==> src/rtl/sram_pkg.sv <==
// Shared SRAM geometry, frame constants and the encoder state type.
// Used by frame_encoder (optional checksum macro: FRAME_ENCODER_CHECKSUM_EN).
package sram_pkg;

  localparam int SRAM_ADDR_COUNT = 20;
  localparam int SRAM_DATA_WIDTH = 16;
  localparam int MAP_H           = 640;
  localparam int MAP_V           = 480;
  localparam int FRAME_PIXELS    = MAP_H * MAP_V;

  typedef enum logic [2:0] {
    IDLE,
    FETCH,
    WRITE,
    RECOVER,
    DONE
  } EncState;

  function automatic int frame_pixels(input int h, input int v);
    return h * v;
  endfunction

endpackage

==> src/rtl/frame_encoder.sv <==
// Streams one frame of pixel words into SRAM, one word per address from BASE_ADDR.
// Optional running XOR checksum output when FRAME_ENCODER_CHECKSUM_EN is defined.
module frame_encoder
  import sram_pkg::*;
#(
  parameter int ADDR_W    = sram_pkg::SRAM_ADDR_COUNT,
  parameter int DATA_W    = sram_pkg::SRAM_DATA_WIDTH,
  parameter int MAP_H     = sram_pkg::MAP_H,
  parameter int MAP_V     = sram_pkg::MAP_V,
  parameter int BASE_ADDR = 0
) (
  input  logic              i_clk,
  input  logic              i_rst,
  input  logic              i_start,
  input  logic [DATA_W-1:0] i_data,
  input  logic              i_valid,
  output logic              o_ready,
  output logic              o_sram_writing,
  output logic [ADDR_W-1:0] o_sram_addr,
  output logic [DATA_W-1:0] o_sram_data,
  output logic [ADDR_W-1:0] o_pixel_counter,
  output logic              o_busy,
  output logic              o_done
`ifdef FRAME_ENCODER_CHECKSUM_EN
  ,output logic [DATA_W-1:0] o_checksum
`endif
);

  localparam int              FRAME_WORDS = frame_pixels(MAP_H, MAP_V);
  localparam logic [ADDR_W:0] LAST_COUNT  = (ADDR_W+1)'(FRAME_WORDS);
  localparam logic [ADDR_W-1:0] BASE      = ADDR_W'(BASE_ADDR);

  // The whole frame must fit in the SRAM address space above BASE_ADDR.
  generate
    if (longint'(BASE_ADDR) + longint'(MAP_H) * longint'(MAP_V) > (longint'(1) << ADDR_W)) begin : g_bad_cfg
      $error("frame_encoder: frame does not fit in SRAM address space");
    end
  endgenerate

  EncState          state_reg;
  logic [ADDR_W:0]  count_inc;

  // One extra bit so a frame filling the whole address space still compares correctly.
  assign count_inc = {1'b0, o_pixel_counter} + {{ADDR_W{1'b0}}, 1'b1};

  always_ff @(posedge i_clk or posedge i_rst) begin
    if (i_rst) begin
      state_reg       <= IDLE;
      o_ready         <= 1'b0;
      o_sram_writing  <= 1'b0;
      o_sram_addr     <= '0;
      o_sram_data     <= '0;
      o_pixel_counter <= '0;
      o_busy          <= 1'b0;
      o_done          <= 1'b0;
`ifdef FRAME_ENCODER_CHECKSUM_EN
      o_checksum      <= '0;
`endif
    end else begin
      case (state_reg)
        IDLE, DONE: begin
          if (i_start) begin
            state_reg       <= FETCH;
            o_ready         <= 1'b1;
            o_busy          <= 1'b1;
            o_done          <= 1'b0;
            o_pixel_counter <= '0;
            o_sram_addr     <= BASE;
`ifdef FRAME_ENCODER_CHECKSUM_EN
            o_checksum      <= '0;
`endif
          end
        end
        FETCH: begin
          if (i_valid) begin
            state_reg      <= WRITE;
            o_sram_data    <= i_data;
            o_ready        <= 1'b0;
            o_sram_writing <= 1'b1;
          end
        end
        WRITE: begin
          state_reg      <= RECOVER;
          o_sram_writing <= 1'b0;
        end
        RECOVER: begin
          // Address and data only move after WE has been high-to-low for a full cycle.
          o_pixel_counter <= count_inc[ADDR_W-1:0];
          o_sram_addr     <= o_sram_addr + {{(ADDR_W-1){1'b0}}, 1'b1};
`ifdef FRAME_ENCODER_CHECKSUM_EN
          o_checksum      <= o_checksum ^ o_sram_data;
`endif
          if (count_inc == LAST_COUNT) begin
            state_reg <= DONE;
            o_done    <= 1'b1;
            o_busy    <= 1'b0;
          end else begin
            state_reg <= FETCH;
            o_ready   <= 1'b1;
          end
        end
        default: begin
          state_reg      <= IDLE;
          o_ready        <= 1'b0;
          o_sram_writing <= 1'b0;
          o_busy         <= 1'b0;
        end
      endcase
    end
  end

endmodule

==> config.mk <==
export PLATFORM = sky130hd
export DESIGN_NAME = frame_encoder
export DESIGN_NICKNAME = d
export VERILOG_FILES = /design/src/rtl/sram_pkg.sv /design/src/rtl/frame_encoder.sv
export SDC_FILE = /design/constraint.sdc
export NUM_CORES = 1
export LEC_CHECK = 0
export ABC_AREA = 1
export CORE_ASPECT_RATIO = 2
export CORE_UTILIZATION = 40
export CTS_CLUSTER_SIZE = 40
export DETAILED_ROUTE_END_ITERATION = 6
export PLACE_DENSITY = 0.64
export SYNTH_ARGS = -nofsm -noshare
export SYNTH_HDL_FRONTEND = slang
export SYNTH_SLANG_ARGS = --single-unit
==> constraint.sdc <==
create_clock -name i_clk -period 2.85 [get_ports i_clk]
set_input_delay 0.57 -clock i_clk [delete_from_list [all_inputs] [get_ports i_clk]]
set_output_delay 0.57 -clock i_clk [all_outputs]
set_load 0.02 [all_outputs]
==> key figures <==
Floorplanning
  – IO Pins: 80
  – Die X: 65.98 um
  – Initial Util: 41.23%
  – Core ar.: 0.007943 sq mm
  – Die Y: roughly 130 um
  – Die area: 0.008573 sq mm
  – Row count: 46

STA
  – Pin slew with the least headroom to its limit: around 780 ps
  – Total negative slack: 0 ps
  – Slew headroom: 47.60%
  – Fin Clk Skew: approximately 6.1 ps
  – Max-slew violation count: 0
  – Setup ws final: around 620 ps
  – Final Hold Viols: 0
  – F_max: 447.9 MHz
  – Final setup fails: 0
  – Final Critical Period: ~2200 ps
  – RSZ-0062 raised after global routing: false
  – Final Cycle Share: 78.34%

Clock network
  – CTS Hold Buffers Added: 0
  – Sink Count: 63
  – Clock Latency Late Sink: 330 ps
  – Clock edge transition at the registers on the reported setup and hold paths: 50 ps
  – CTS max path bufs: 2
  – Post-CTS sizing: 0
  – CTS tree: yes
  – Num CTS Buffers: 9
  – Post-CTS setup buffer count: 0
  – CTS H-tree lvls: 3
  – Clk root buf: clkbuf_16

Yosys
  – Post-Syn Instances: about 400
  – Async SR Flop Fraction: between 90% and 100%
  – Net Count, Synth: 425
  – Synth Cell Area: between 0.003 and 0.004 sq mm
  – Synth Flop Type: dfrtp_1
  – Area leader, netlist: dfrtp_1
  – Commonest cells post-synth: nand2_1, dfrtp_1, inv_1
  – Synth top area cells: dfrtp_1, nand2_1, mux2_2, inv_1, nor2_1
  – EDFF count, synth: 0
  – Synth unique cells: 32
  – Warning count from the yosys run: 0
  – Cell with the most instances after synthesis: nand2_1
  – Yosys reg bits: 63
  – Sequential area share after synthesis: 48.15%
  – Avg Inst Size Synth: 8.145 sq um
  – Synth top area share: 48.15%

Worst hold path
  – Hold Crit Class: flop to flop
  – Min-delay src: o_done$_DFFE_PP0P_
  – Hold path depth: 2
  – Hold Path End: o_done$_DFFE_PP0P_

Critical path
  – Worst setup EP type: flop
  – CP max stage cell: dfrtp_1
  – Worst-path cell chain: ha_1 > nand2_1 > nor2_4 > nand3_1 > nand2_1 > nand2_1 > nor2_1 > nand2_1 > nor2_2 > nand3_1 > nand2_1 > nand3_1 > nand2_1 > nand2_1
  – Worst Path Buf+Inv: 0
  – Crit path max-delay family: simple AND/OR/NAND/NOR gates
  – Crit start category: flop
  – R2r setup slk: around 620 ps
  – Critical path arrival: 2450 ps
  – Crit path max fanout: 7
  – Worst r2r dst: state_reg[0]$_DFFE_PP0P_
  – Critical path's most frequent cell: nand2_1
  – CP required: approximately 3100 ps
  – Worst r2r path cells: 14
  – Worst R2R Start: o_pixel_counter[0]$_DFFE_PP0P_
  – Kind of critical path: flop to flop
  – Slowest Stage Delay on Critical Path: 450 ps

Pwr
  – P_leak: between 1.5 and 2 nW
  – PD cells: a little under 800 mW/mm^2
  – Worst VDD drop: 0.7755 mV

Place
  – Detailed placement HPWL: 6708 um
  – GP Congestion: 0.8949
  – Setup Slack @ Placement: 578.0 ps
  – IO buf count: 79

GRT
  – Met2 Resource Use GR: 41.00%
  – M3 GR Usage: 5.070%
  – First-pass GRT wire length: 14,480 um
  – Largest net degree at the start of global routing: between 60 and 70
  – Initial antenna violation count: 0
  – Vias in the first global route: about 3,100
  – Most used routing layer: met2
  – GRT Total Usage: between 20% and 30%
  – Global route total overflow: 0
  – Met1 Use GR: 23.41%

Finish
  – Antenna cells: 0
  – Syn-to-layout area delta: 38.40%
  – Biggest regs: o_pixel_counter (20), o_sram_addr (20), o_sram_data (16)
  – Share of post-route cells with drive strength above 1: 9.697%
  – Nets: 513

Drt
  – DRT Pass-1 Iters: 4
  – Wire per inst: about 15 um
  – DRC: 0
  – Routed wire length: slightly below 9000 um
  – DR vias/cell: 5.149
  – Final ANT Viol Nets: 0
  – Vias: 3,043
  – 1st-iter DRT viols: 144

Flow run
  – MaxCap Viol Count: 0

Run status
  – Status: complete, no violations
-- worst min-delay path: stages (launching register included) --
cell	delay (ps)
dfrtp_1	340
nand2_1	50
nand2_1	60
-- report_power, final --
part           total (W)  internal (W)  leakage [nW]  switching, W
clock network    0.00118      0.000789         0.156      0.000393
registers        0.00121       0.00108         0.833      0.000129
logic            0.00115      0.000525         0.960      0.000625
total            0.00354       0.00239          1.95       0.00115
-- cell families after synthesis --
group                    Yosys count  share of synthesized area (%)
AND/OR/NAND/NOR                  209                          27.93
multiplexers                      22                          7.337
buffers and inverters             55                          6.343
XOR/XNOR                           4                          1.070
adder cells (fa/ha/maj)            3                          1.146
AO/OA/AOI/OAI                     46                          8.025
flip-flops                        63                          48.15
-- through the flow --
| step | instance area [sq um] | std cells | hold WS (ps) | utilization, % | power (W) |
|---|---|---|---|---|---|
| 2_1_floorplan | 3274 | 402 | 508.9 | - | 0.001851 |
| 3_3_place_gp | 4208 | 575 | 467.9 | 52.98 | 0.002362 |
| 3_5_place_dp | 4208 | 575 | 476.4 | 52.98 | 0.002383 |
| 4_1_cts | 4532 | 591 | 501.5 | 57.06 | 0.003580 |
| 5_1_grt | 4532 | 591 | 524.8 | 57.06 | 0.003717 |
| 6_report | 4532 | 591 | 491.9 | 57.06 | 0.003539 |
-- worst max path at each step --
stage | to | slack [ps] | cells past startpoint | from
3_5_place_dp | o_sram_data[13]$_DFFE_PP0P_ | 580 | 3 | i_valid
4_1_cts | o_busy$_DFFE_PP0P_ | 600 | 14 | o_pixel_counter[0]$_DFFE_PP0P_
6_report | state_reg[0]$_DFFE_PP0P_ | 620 | 14 | o_pixel_counter[0]$_DFFE_PP0P_
5_1_grt | o_busy$_DFFE_PP0P_ | 390 | 14 | o_pixel_counter[0]$_DFFE_PP0P_
3_3_place_gp | o_sram_data[13]$_DFFE_PP0P_ | 630 | 3 | i_valid
2_1_floorplan | o_busy$_DFFE_PP0P_ | 710 | 1 | i_rst
-- cells in the final DEF (no fill, tap or decap), drive strengths merged, types with 2 or more instances in the layout --
cell type / netlist / final
clkdlybuf4s50: 0 / 79
buf: 2 / 5
bufinv: 0 / 2
nor3: 8 / 8
o21ai: 17 / 17
xor2: 3 / 3
ha: 3 / 3
nor4: 3 / 3
inv: 47 / 47
clkinv: 1 / 3
nand4: 11 / 11
o22ai: 12 / 12
a21oi: 11 / 11
nand3: 28 / 28
clkbuf: 5 / 11
mux2i: 6 / 6
nor2: 47 / 47
nand2: 111 / 111
dfrtp: 63 / 63
mux2: 16 / 16
-- per-layer routing --
layer,vias to the layer above,wire [um]
met5,-,0
met4,0,406
met3,30,332
met2,81,4824
met1,1423,3225
li1,1509,-
-- cell type report --
cell class | count | area (sq um)
Multi-Input combinational cell | 284 | 1490
Timing Repair Buffer | 84 | 840.8
Clock buffer | 11 | 242.7
Fill cell | 751 | 3411
Sequential cell | 63 | 1577
Inverter | 48 | 180.2
Clock inverter | 5 | 81.33
Tap cell | 96 | 120.1
No activity file was read; power rests on OpenSTA's default activity.
